**src/rtl/uart_rx_if.sv**
```systemverilog
// Serial-side and core-side signals of the UART receiver.
// The master drives the serial line and baud select. The slave is the receiver.
interface uart_rx_if;
    logic       uart_d_in;
    logic [1:0] freq_control;
    logic [7:0] uart_d_out;
    logic       uart_rx_valid;
    logic       uart_frame_error;
    logic       uart_rx_busy;

    modport master (
        output uart_d_in,
        output freq_control,
        input  uart_d_out,
        input  uart_rx_valid,
        input  uart_frame_error,
        input  uart_rx_busy
    );

    modport slave (
        input  uart_d_in,
        input  freq_control,
        output uart_d_out,
        output uart_rx_valid,
        output uart_frame_error,
        output uart_rx_busy
    );
endinterface

```
**src/rtl/uart_rx.sv**
```systemverilog
// 8N1 UART receiver with the freq_control baud table shared with uart_tx, a valid strobe and a framing-error flag.
// Optional build macro UART_RX_MAJORITY_EN: 2-of-3 majority vote at every sample point.
module uart_rx #(
    parameter logic [27:0] clock_freq  = 28'd50000000,
    parameter int          sync_stages = 2
) (
    input  logic     uart_clock,
    input  logic     uart_reset,
    uart_rx_if.slave bus
);

    if (sync_stages < 2 || sync_stages > 3 || clock_freq == 28'd0) begin : g_bad_param
        $error("uart_rx: sync_stages must be 2 or 3 and clock_freq nonzero");
    end

    typedef enum logic [2:0] {
        S_IDLE  = 3'd0,
        S_START = 3'd1,
        S_DATA  = 3'd2,
        S_STOP  = 3'd3,
        S_BREAK = 3'd4
    } state_t;

    function automatic logic [12:0] pulse_for(input logic [1:0] fc);
        case (fc)
            2'b00:   pulse_for = 13'd5208;
            2'b01:   pulse_for = 13'd434;
            2'b10:   pulse_for = 13'd50;
            default: pulse_for = 13'd12;
        endcase
    endfunction

    state_t                   r_state;
    state_t                   w_state_nxt;
    logic [sync_stages-1:0]   r_sync;
    logic                     r_rx_prev;
    logic [12:0]              r_pulse_dur;
    logic [23:0]              r_clk_count;
    logic [2:0]               r_bit_idx;
    logic [7:0]               r_shift;
    logic [7:0]               r_d_out;
    logic                     r_valid;
    logic                     r_frame_err;

    logic                     w_rx_s;
    logic                     w_bit;
    logic [12:0]              w_target;
    logic                     w_at_target;
    logic                     w_shift_en;
    logic                     w_valid_nxt;
    logic                     w_err_nxt;
    logic                     w_latch_fc;

    assign w_rx_s      = r_sync[sync_stages-1];
    assign w_target    = (r_state == S_START) ? {1'b0, r_pulse_dur[12:1]} : r_pulse_dur;
    assign w_at_target = (r_clk_count == {11'd0, w_target});

`ifdef UART_RX_MAJORITY_EN
    // The two previous rx_s values are the target-2 and target-1 samples of the same bit.
    logic r_rx_prev2;
    assign w_bit = (r_rx_prev2 & r_rx_prev) | (r_rx_prev2 & w_rx_s) | (r_rx_prev & w_rx_s);
`else
    assign w_bit = w_rx_s;
`endif

    // NOTE: every signal written here gets a default first, so no path can infer a latch.
    always_comb begin
        w_state_nxt = r_state;
        w_shift_en  = 1'b0;
        w_valid_nxt = 1'b0;
        w_err_nxt   = 1'b0;
        w_latch_fc  = 1'b0;
        case (r_state)
            S_IDLE: begin
                if (r_rx_prev && !w_rx_s) begin
                    w_state_nxt = S_START;
                    w_latch_fc  = 1'b1;
                end
            end
            S_START: begin
                if (w_at_target) begin
                    w_state_nxt = w_bit ? S_IDLE : S_DATA;
                end
            end
            S_DATA: begin
                if (w_at_target) begin
                    w_shift_en = 1'b1;
                    if (r_bit_idx == 3'd7) begin
                        w_state_nxt = S_STOP;
                    end
                end
            end
            S_STOP: begin
                if (w_at_target) begin
                    if (w_bit) begin
                        w_valid_nxt = 1'b1;
                        w_state_nxt = S_IDLE;
                    end else begin
                        w_err_nxt   = 1'b1;
                        w_state_nxt = S_BREAK;
                    end
                end
            end
            S_BREAK: begin
                if (w_rx_s) begin
                    w_state_nxt = S_IDLE;
                end
            end
            default: w_state_nxt = S_IDLE;
        endcase
    end

    // NOTE: sequential state uses non-blocking assignments so every flop sees pre-edge values.
    always_ff @(posedge uart_clock) begin
        if (!uart_reset) begin
            r_state     <= S_IDLE;
            r_sync      <= '1;
            r_rx_prev   <= 1'b1;
            r_pulse_dur <= 13'd0;
            r_clk_count <= 24'd0;
            r_bit_idx   <= 3'd0;
            r_shift     <= 8'd0;
            r_d_out     <= 8'd0;
            r_valid     <= 1'b0;
            r_frame_err <= 1'b0;
        end else begin
            r_state     <= w_state_nxt;
            r_sync      <= {r_sync[sync_stages-2:0], bus.uart_d_in};
            r_rx_prev   <= w_rx_s;
            r_valid     <= w_valid_nxt;
            r_frame_err <= w_err_nxt;

            if (w_latch_fc) begin
                r_pulse_dur <= pulse_for(bus.freq_control);
            end

            // The counter only runs in the timed states and restarts at each sample point.
            if (w_state_nxt != r_state || w_at_target || r_state == S_IDLE || r_state == S_BREAK) begin
                r_clk_count <= 24'd0;
            end else begin
                r_clk_count <= r_clk_count + 24'd1;
            end

            if (r_state == S_START) begin
                r_bit_idx <= 3'd0;
            end else if (w_shift_en) begin
                r_bit_idx <= r_bit_idx + 3'd1;
            end

            if (w_shift_en) begin
                r_shift <= {w_bit, r_shift[7:1]};
            end

            if (w_valid_nxt) begin
                r_d_out <= r_shift;
            end
        end
    end

`ifdef UART_RX_MAJORITY_EN
    always_ff @(posedge uart_clock) begin
        if (!uart_reset) begin
            r_rx_prev2 <= 1'b1;
        end else begin
            r_rx_prev2 <= r_rx_prev;
        end
    end
`endif

    assign bus.uart_d_out       = r_d_out;
    assign bus.uart_rx_valid    = r_valid;
    assign bus.uart_frame_error = r_frame_err;
    assign bus.uart_rx_busy     = (r_state != S_IDLE);

endmodule
```
**src/flat_wrapper.sv**
```systemverilog
// flat-port wrapper written by rule: the top's interface ports become plain ports
module uart_rx_flat 
#(
    parameter logic [27:0] clock_freq  = 28'd50000000,
    parameter int          sync_stages = 2
)
  (uart_clock, uart_reset, bus_uart_d_in, bus_freq_control, bus_uart_d_out, bus_uart_rx_valid, bus_uart_frame_error, bus_uart_rx_busy);
  uart_rx_if bus_i ();
  input  logic uart_clock;
  input  logic uart_reset;
  input wire logic [$bits(bus_i.uart_d_in)-1:0] bus_uart_d_in;
  input wire logic [$bits(bus_i.freq_control)-1:0] bus_freq_control;
  output wire logic [$bits(bus_i.uart_d_out)-1:0] bus_uart_d_out;
  output wire logic [$bits(bus_i.uart_rx_valid)-1:0] bus_uart_rx_valid;
  output wire logic [$bits(bus_i.uart_frame_error)-1:0] bus_uart_frame_error;
  output wire logic [$bits(bus_i.uart_rx_busy)-1:0] bus_uart_rx_busy;
  assign bus_i.uart_d_in = bus_uart_d_in;
  assign bus_i.freq_control = bus_freq_control;
  assign bus_uart_d_out = bus_i.uart_d_out;
  assign bus_uart_rx_valid = bus_i.uart_rx_valid;
  assign bus_uart_frame_error = bus_i.uart_frame_error;
  assign bus_uart_rx_busy = bus_i.uart_rx_busy;
  uart_rx #(.clock_freq(clock_freq), .sync_stages(sync_stages)) u_core (.uart_clock(uart_clock), .uart_reset(uart_reset), .bus(bus_i));
endmodule
```
**config.mk**
```make
export PLATFORM = sky130hd
export DESIGN_NAME = uart_rx_flat
export DESIGN_NICKNAME = d
export VERILOG_FILES = /design/src/rtl/uart_rx_if.sv /design/src/rtl/uart_rx.sv /design/src/flat_wrapper.sv
export SDC_FILE = /design/constraint.sdc
export NUM_CORES = 1
export LEC_CHECK = 0
export CAP_MARGIN = 10
export CELL_PAD_IN_SITES_DETAIL_PLACEMENT = 2
export CELL_PAD_IN_SITES_GLOBAL_PLACEMENT = 2
export CORE_ASPECT_RATIO = 0.9
export CORE_MARGIN = 1.5
export CORE_UTILIZATION = 33
export CTS_BUF_LIST = sky130_fd_sc_hd__clkbuf_16
export DETAILED_ROUTE_END_ITERATION = 16
export PLACE_DENSITY_LB_ADDON = 0.1
export SYNTH_ARGS = -nofsm -noshare
export SYNTH_HDL_FRONTEND = slang
export SYNTH_SLANG_ARGS = --single-unit
```
**constraint.sdc**
```tcl
create_clock -name uart_clock -period 2.45 [get_ports uart_clock]
set_input_delay 0.49 -clock uart_clock [delete_from_list [all_inputs] [get_ports uart_clock]]
set_output_delay 0.49 -clock uart_clock [all_outputs]
set_load 0.005 [all_outputs]
```
* Word-level counts from Yosys, hierarchy flattened
Index checks and enable logic that the tools add are counted.
** Storage, ports and cells
- Bits of input ports :: 5
- Flip-flop bits (word level) :: 64
- Bits in read-only memories :: 0
- Memories :: 0
- Word-level logic and storage cells :: 52
- Bits in latches :: 0
- Bits in writable memories :: 0
- Output and inout bits :: 11
** Cells by class
- Divide/modulo/power cells :: 0
- Bitwise logic cells :: 1
- Eq/ne operators :: 9
- Shifts and indexed selects :: 0
- $lt $le $gt $ge :: 0
- Reductions and logical operators :: 11
- $add $sub $neg :: 2
- Muxes and demuxes :: 19
- $mul :: 0
** Operator list (number)
- 13-bit case mux with 3 select lines :: 1
- 24-bit by 1-bit adder with 24-bit output (second input constant) :: 1
- 24-bit by 13-bit equality test with 1-bit output :: 1
- 3-bit 2-to-1 mux :: 7
- 3-bit case mux with 5 select lines :: 1
- 13-bit 2-to-1 mux :: 1
- 1-bit 2-to-1 mux :: 8
- 3-bit by 2-bit equality test with 1-bit output (second input constant) :: 2
- 3-bit equality test (second input constant) :: 2
- 2-bit OR reduction :: 2
- 3-bit by 1-bit adder with 3-bit output (second input constant) :: 1
- 3-bit by 1-bit equality test with 1-bit output (second input constant) :: 1
- 3-bit zero test :: 1
- 1-bit logical OR :: 3
- 3-bit inequality test :: 1
- 3-bit AND reduction :: 1
- 3-bit nonzero test :: 1
- 2-bit by 1-bit equality test with 1-bit output (second input constant) :: 1
- 2-bit equality test (second input constant) :: 1
- 2-bit zero test :: 1
- 2-bit 2-to-1 mux :: 1
- 1-bit logical AND :: 1
- 1-bit zero test :: 1
- 1-bit NOT :: 1

* Longest topological paths before layout
- Depth in word-level cells :: 10
- Gate-level depth with buffers :: 9
- Mapped depth without buffers :: 7

* Least setup slack after synthesis
Ideal clock, no wire load.
- Kind :: register to register
- Start point :: register u_core.r_state[0]
- End point :: register u_core.r_clk_count[10]
- Arrival :: 2.309 ns
- Period minus slack after synthesis :: 2.426 ns
- Stages on the path, launching flop included :: 9
- Setup time :: 0.117 ns
- Path buffers :: 3
- Required time :: 2.333 ns
- Path slack :: 0.024 ns
- Cells stage by stage :: dfxtp_1 or3b_1 buf_2 buf_6 a311o_1 or4_1 o21ai_2 buf_2 nor2_1
** On the way
- Longest elaborated chain between the ends :: 10
- Elaborated cells on any way between the ends :: 19
- Those cells by class :: eq/ne: 6; mux: 8; reduce/logical: 5
** Ends and longest elaborated chain
- start, declared :: line uart_rx.sv:33 : state_t r_state;
- start signal, assigned :: line uart_rx.sv:127 : r_state <= w_state_nxt;
- 3-bit by 1-bit equality test with 1-bit output :: line uart_rx.sv:55, uart_rx.sv:73
- 13-bit 2-to-1 mux :: line uart_rx.sv:55 : assign w_target = (r_state == S_START) ? {1'b0, r_pulse_dur[12:1]} : r_pulse_dur;
- 24-bit by 13-bit equality test with 1-bit output :: line uart_rx.sv:56 : assign w_at_target = (r_clk_count == {11'd0, w_target});
- 3-bit 2-to-1 mux, on equally long branches :: line uart_rx.sv:94, uart_rx.sv:81, uart_rx.sv:86
- 3-bit case mux with 5 select lines :: line uart_rx.sv:73 : case (r_state)
- 3-bit inequality test :: line uart_rx.sv:138 : if (w_state_nxt != r_state || w_at_target || r_state == S_IDLE || r_state == S_BREAK) begin
- 1-bit logical OR (2 in a row) :: line uart_rx.sv:138
- 1-bit logical OR * :: line uart_rx.sv:138
- 2-bit OR reduction (no line) *
- end signal, assigned :: line uart_rx.sv:141 : r_clk_count <= r_clk_count + 24'd1;
- end, declared :: line uart_rx.sv:38 : logic [23:0] r_clk_count;
Every way passes the cells marked *; elsewhere a longest branch is shown, timed or not.
A chain may end at the register's enable or synchronous reset.

* Final worst setup path
- Start point :: register u_core.r_clk_count[17]
- End point :: register u_core.r_state[2]
** On the way
- Longest elaborated chain between the ends :: 3
- Elaborated cells on any way between the ends :: 5
- Those cells by class :: eq/ne: 1; mux: 4
** Ends and longest elaborated chain (line)
- 24-bit by 13-bit equality test with 1-bit output * :: uart_rx.sv:56
- 3-bit 2-to-1 mux, on equally long branches :: uart_rx.sv:94, uart_rx.sv:81, uart_rx.sv:86
- 3-bit case mux with 5 select lines * :: uart_rx.sv:73
Marks and branches as above.

==> flow_summary.ini <==
[sta]
setup_viol = 0
fin_setup_tns_ns = 0
max_freq_mhz = 427
fin_crit_sh_pct = 95.6
hold_ws_ns = 0.415
worst_clock_skew_ns = 0.00702
worst_pin_slew_ns = 0.425
final_max_slew_viol_count = 0
relSlewSlack_pct = 70.9
period_needed_ns = 2.34
finalHoldViolations = 0

[clock_tree]
clk_latency_ns = 0.33
cts_sinks = 57
h-tree-depth = 3
hold_buffers = 0
max-clock-path-buffers = 2
cts_buffers = 9
root_buffer = clkbuf_16
cts_tree = built
path_clk_slew_ns = 0.05

[critical_path]
worstPathCellList = nor4_2 > nand4_1 > a2111o_1 > or4_4 > or3_1 > a21oi_1
required_ns = 2.70
cpPeakStageDelay_ns = 0.54
timing.reg2reg.setup_slack_ns = 0.11
cp-end-kind = flip-flop
crit_path_max_fanout = 4
critPathKind = flip-flop to flip-flop
startpoint_type = flip-flop
crit_arrival_ns = 2.60
critPathSlowestCell = or4_4

[cells_and_area]
synthToLayoutAreaGrowth_pct = 28.3
antenna_cells = 0
final_cell_mix = dfxtp_1 (54), nand2_1 (42), nor2_1 (37)
nNetsFinal = 358
drive_above_1_share_pct = 17.3
layout_commonest_cell = dfxtp_1

[floorplanning]
ios = 16
dieWidth_um = 98.6
die_area_mm2 = 0.00879
die_h_um = 89.1
num_rows = 31
core_area_mm2 = 0.00803
start_util_pct = 33.8

[synthesis]
synth-compound-area-share_pct = 7.32
syn_nets = 320
synth_mux_area_share_pct = 8.89
synthCells = 309
synth-simple-area-share_pct = 26.8
ys_seq_area_share_pct = 42.0
synth_edf_count = 0
synth_top_area_cell = dfxtp_1
ys_seq_elements = 57
synthAdderAreaFrac_pct = 2.76
avgSynthCellArea_um2 = 8.79
synthXorXnorAreaFrac_pct = 8.38
netlist_top_cells_area = dfxtp_1 (42%), mux2i_1 (8.5%), nand2_1 (5.8%)
synth_cell_types = 47
synth.cell_area_mm2 = 0.00272
netlist.area_leader.share_pct = 42.0
synth-async-reset-ratio_pct = 0
synth-main-ff-cell = dfxtp_1
yosysWarnings = 0
synth_top_family_by_area = simple AND/OR/NAND/NOR gates

[outcome]
status = finished, final reports clean

[job]
drv_cap = 0

[route]
drtAntennaViolNets = 0
route.met2.wl_mm = 3.68
first_pass_iters = 6
routed_wl_mm = 7.87
drc_errors = 0
drt_iter0_drc = 47
viasPerCell = 5.22
post_drt_wl_per_cell_um = 17.4
wl_met3_um = 179
drt-met1-wl_mm = 3.91
maxUsedRoutingLayer = met4
vias = 2352

[power_and_ir_drop]
power.total_mw = 2.29
powerDensity_mw_per_mm2 = 656
irDropWorstVdd_mv = 0.325
leakage_nw = 1.39

[placed_design]
dp_hpwl_mm = 5.58
portBuffers = 15
gp_congestion = 0.758

[min_path]
hold_path_class = flip-flop to flip-flop

[global_route]
grt-ovfl-total = 0
grt_max_degree = 18
grt_pass1_wl_mm = 12.8
track_usage_pct = 19.1
antenna_found_initial = 0
first_global_vias = 2480
## final timing paths
path / start / endpoint / depth (start not counted)
max: u_core.r_clk_count[17]$_SDFF_PP0_ / u_core.r_state[2]$_SDFF_PN0_ / 6
min: u_core.r_sync[0]$_SDFF_PN1_ / u_core.r_sync[1]$_SDFF_PN1_ / 1
max reg2reg: u_core.r_clk_count[17]$_SDFF_PP0_ / u_core.r_state[2]$_SDFF_PN0_ / 6
min reg2reg: u_core.r_sync[0]$_SDFF_PN1_ / u_core.r_sync[1]$_SDFF_PN1_ / 1
## metrics by stage
stage | area, um^2 | std cells | util (%) | setup WS [ns]
floorplan | 2720 | 309 | - | 0.0240
finish | 3480 | 451 | 43.4 | 0.109
global route | 3480 | 451 | 43.4 | -0.0216
detailed placement | 3070 | 428 | 38.3 | -0.0574
CTS | 3380 | 444 | 42.1 | 0.00500
global placement | 3070 | 428 | 38.3 | 0.0188
## Yosys cell counts (2+ instances only)
master    number
nand2_1       42
nand2b_1       5
or4_1          2
a31oi_1        2
clkbuf_1      10
a21boi_0       2
and2_1         3
nand3_1       14
buf_2          5
xor2_1        14
a211oi_1       2
nand4_1        9
nor2_1        37
a21oi_1       10
or3_1          2
xnor2_1       12
ha_1           6
nor3_1         7
o21ai_0        3
dfxtp_1       57
nor4_2         2
and3_1         6
inv_1          6
and4_1         3
nor3b_1        3
nor4_1         2
mux2i_1       23
## metal layers
| metal | vias to the layer above | track usage, % |
|---|---|---|
| met5 | - | 0 |
| met4 | 0 | 5.32 |
| met3 | 9 | 5.08 |
| met2 | 21 | 32.2 |
| met1 | 1170 | 24.5 |
| li1 | 1152 | - |
## power by group
| group | switching, mW | leakage [nW] | total (mW) | internal, mW |
|---|---|---|---|---|
| registers | 0.00996 | 0.461 | 0.945 | 0.935 |
| logic | 0.0714 | 0.791 | 0.131 | 0.0597 |
| clock network | 0.435 | 0.140 | 1.21 | 0.774 |
| total | 0.517 | 1.39 | 2.29 | 1.77 |
## flip-flops by register name (all words and copies together), names as in the netlist
name,cells
u_core.bus.uart_frame_error,1
u_core.bus.uart_rx_valid,1
u_core.r_bit_idx,3
u_core.r_clk_count,24
u_core.r_state,3
u_core.r_pulse_dur,6
u_core.r_rx_prev,1
u_core.r_sync,2
u_core.bus.uart_d_out,8
u_core.r_shift,8
## cells by family after synthesis
logic type      after synthesis
compound gates               29
xor+xnor                     26
fa+ha+maj                     6
buf+inv                      23
flops                        57
mux                          24
simple gates                144
## layout make-up
cell class,count,area [um^2]
Timing Repair Buffer,43,369
Clock buffer,9,225
Tap cell,99,124
Clock inverter,7,62.6
Sequential cell,57,1140
Multi-Input combinational cell,230,1540
Inverter,6,22.5
Fill cell,880,4540
## critical path, delay by kind of cell (launching register included)
kind,cells,cell delay (ns)
simple gates,4,1.43
compound gates,2,0.50
flops,1,0.35
## what timing repair did
item,in CTS,in global routing
setup endpoints to repair,32,30
resized for setup,5,12
gates cloned,0,2
buffers inserted,0,5
pin swaps,0,4
(Power assumes the default switching activity.)
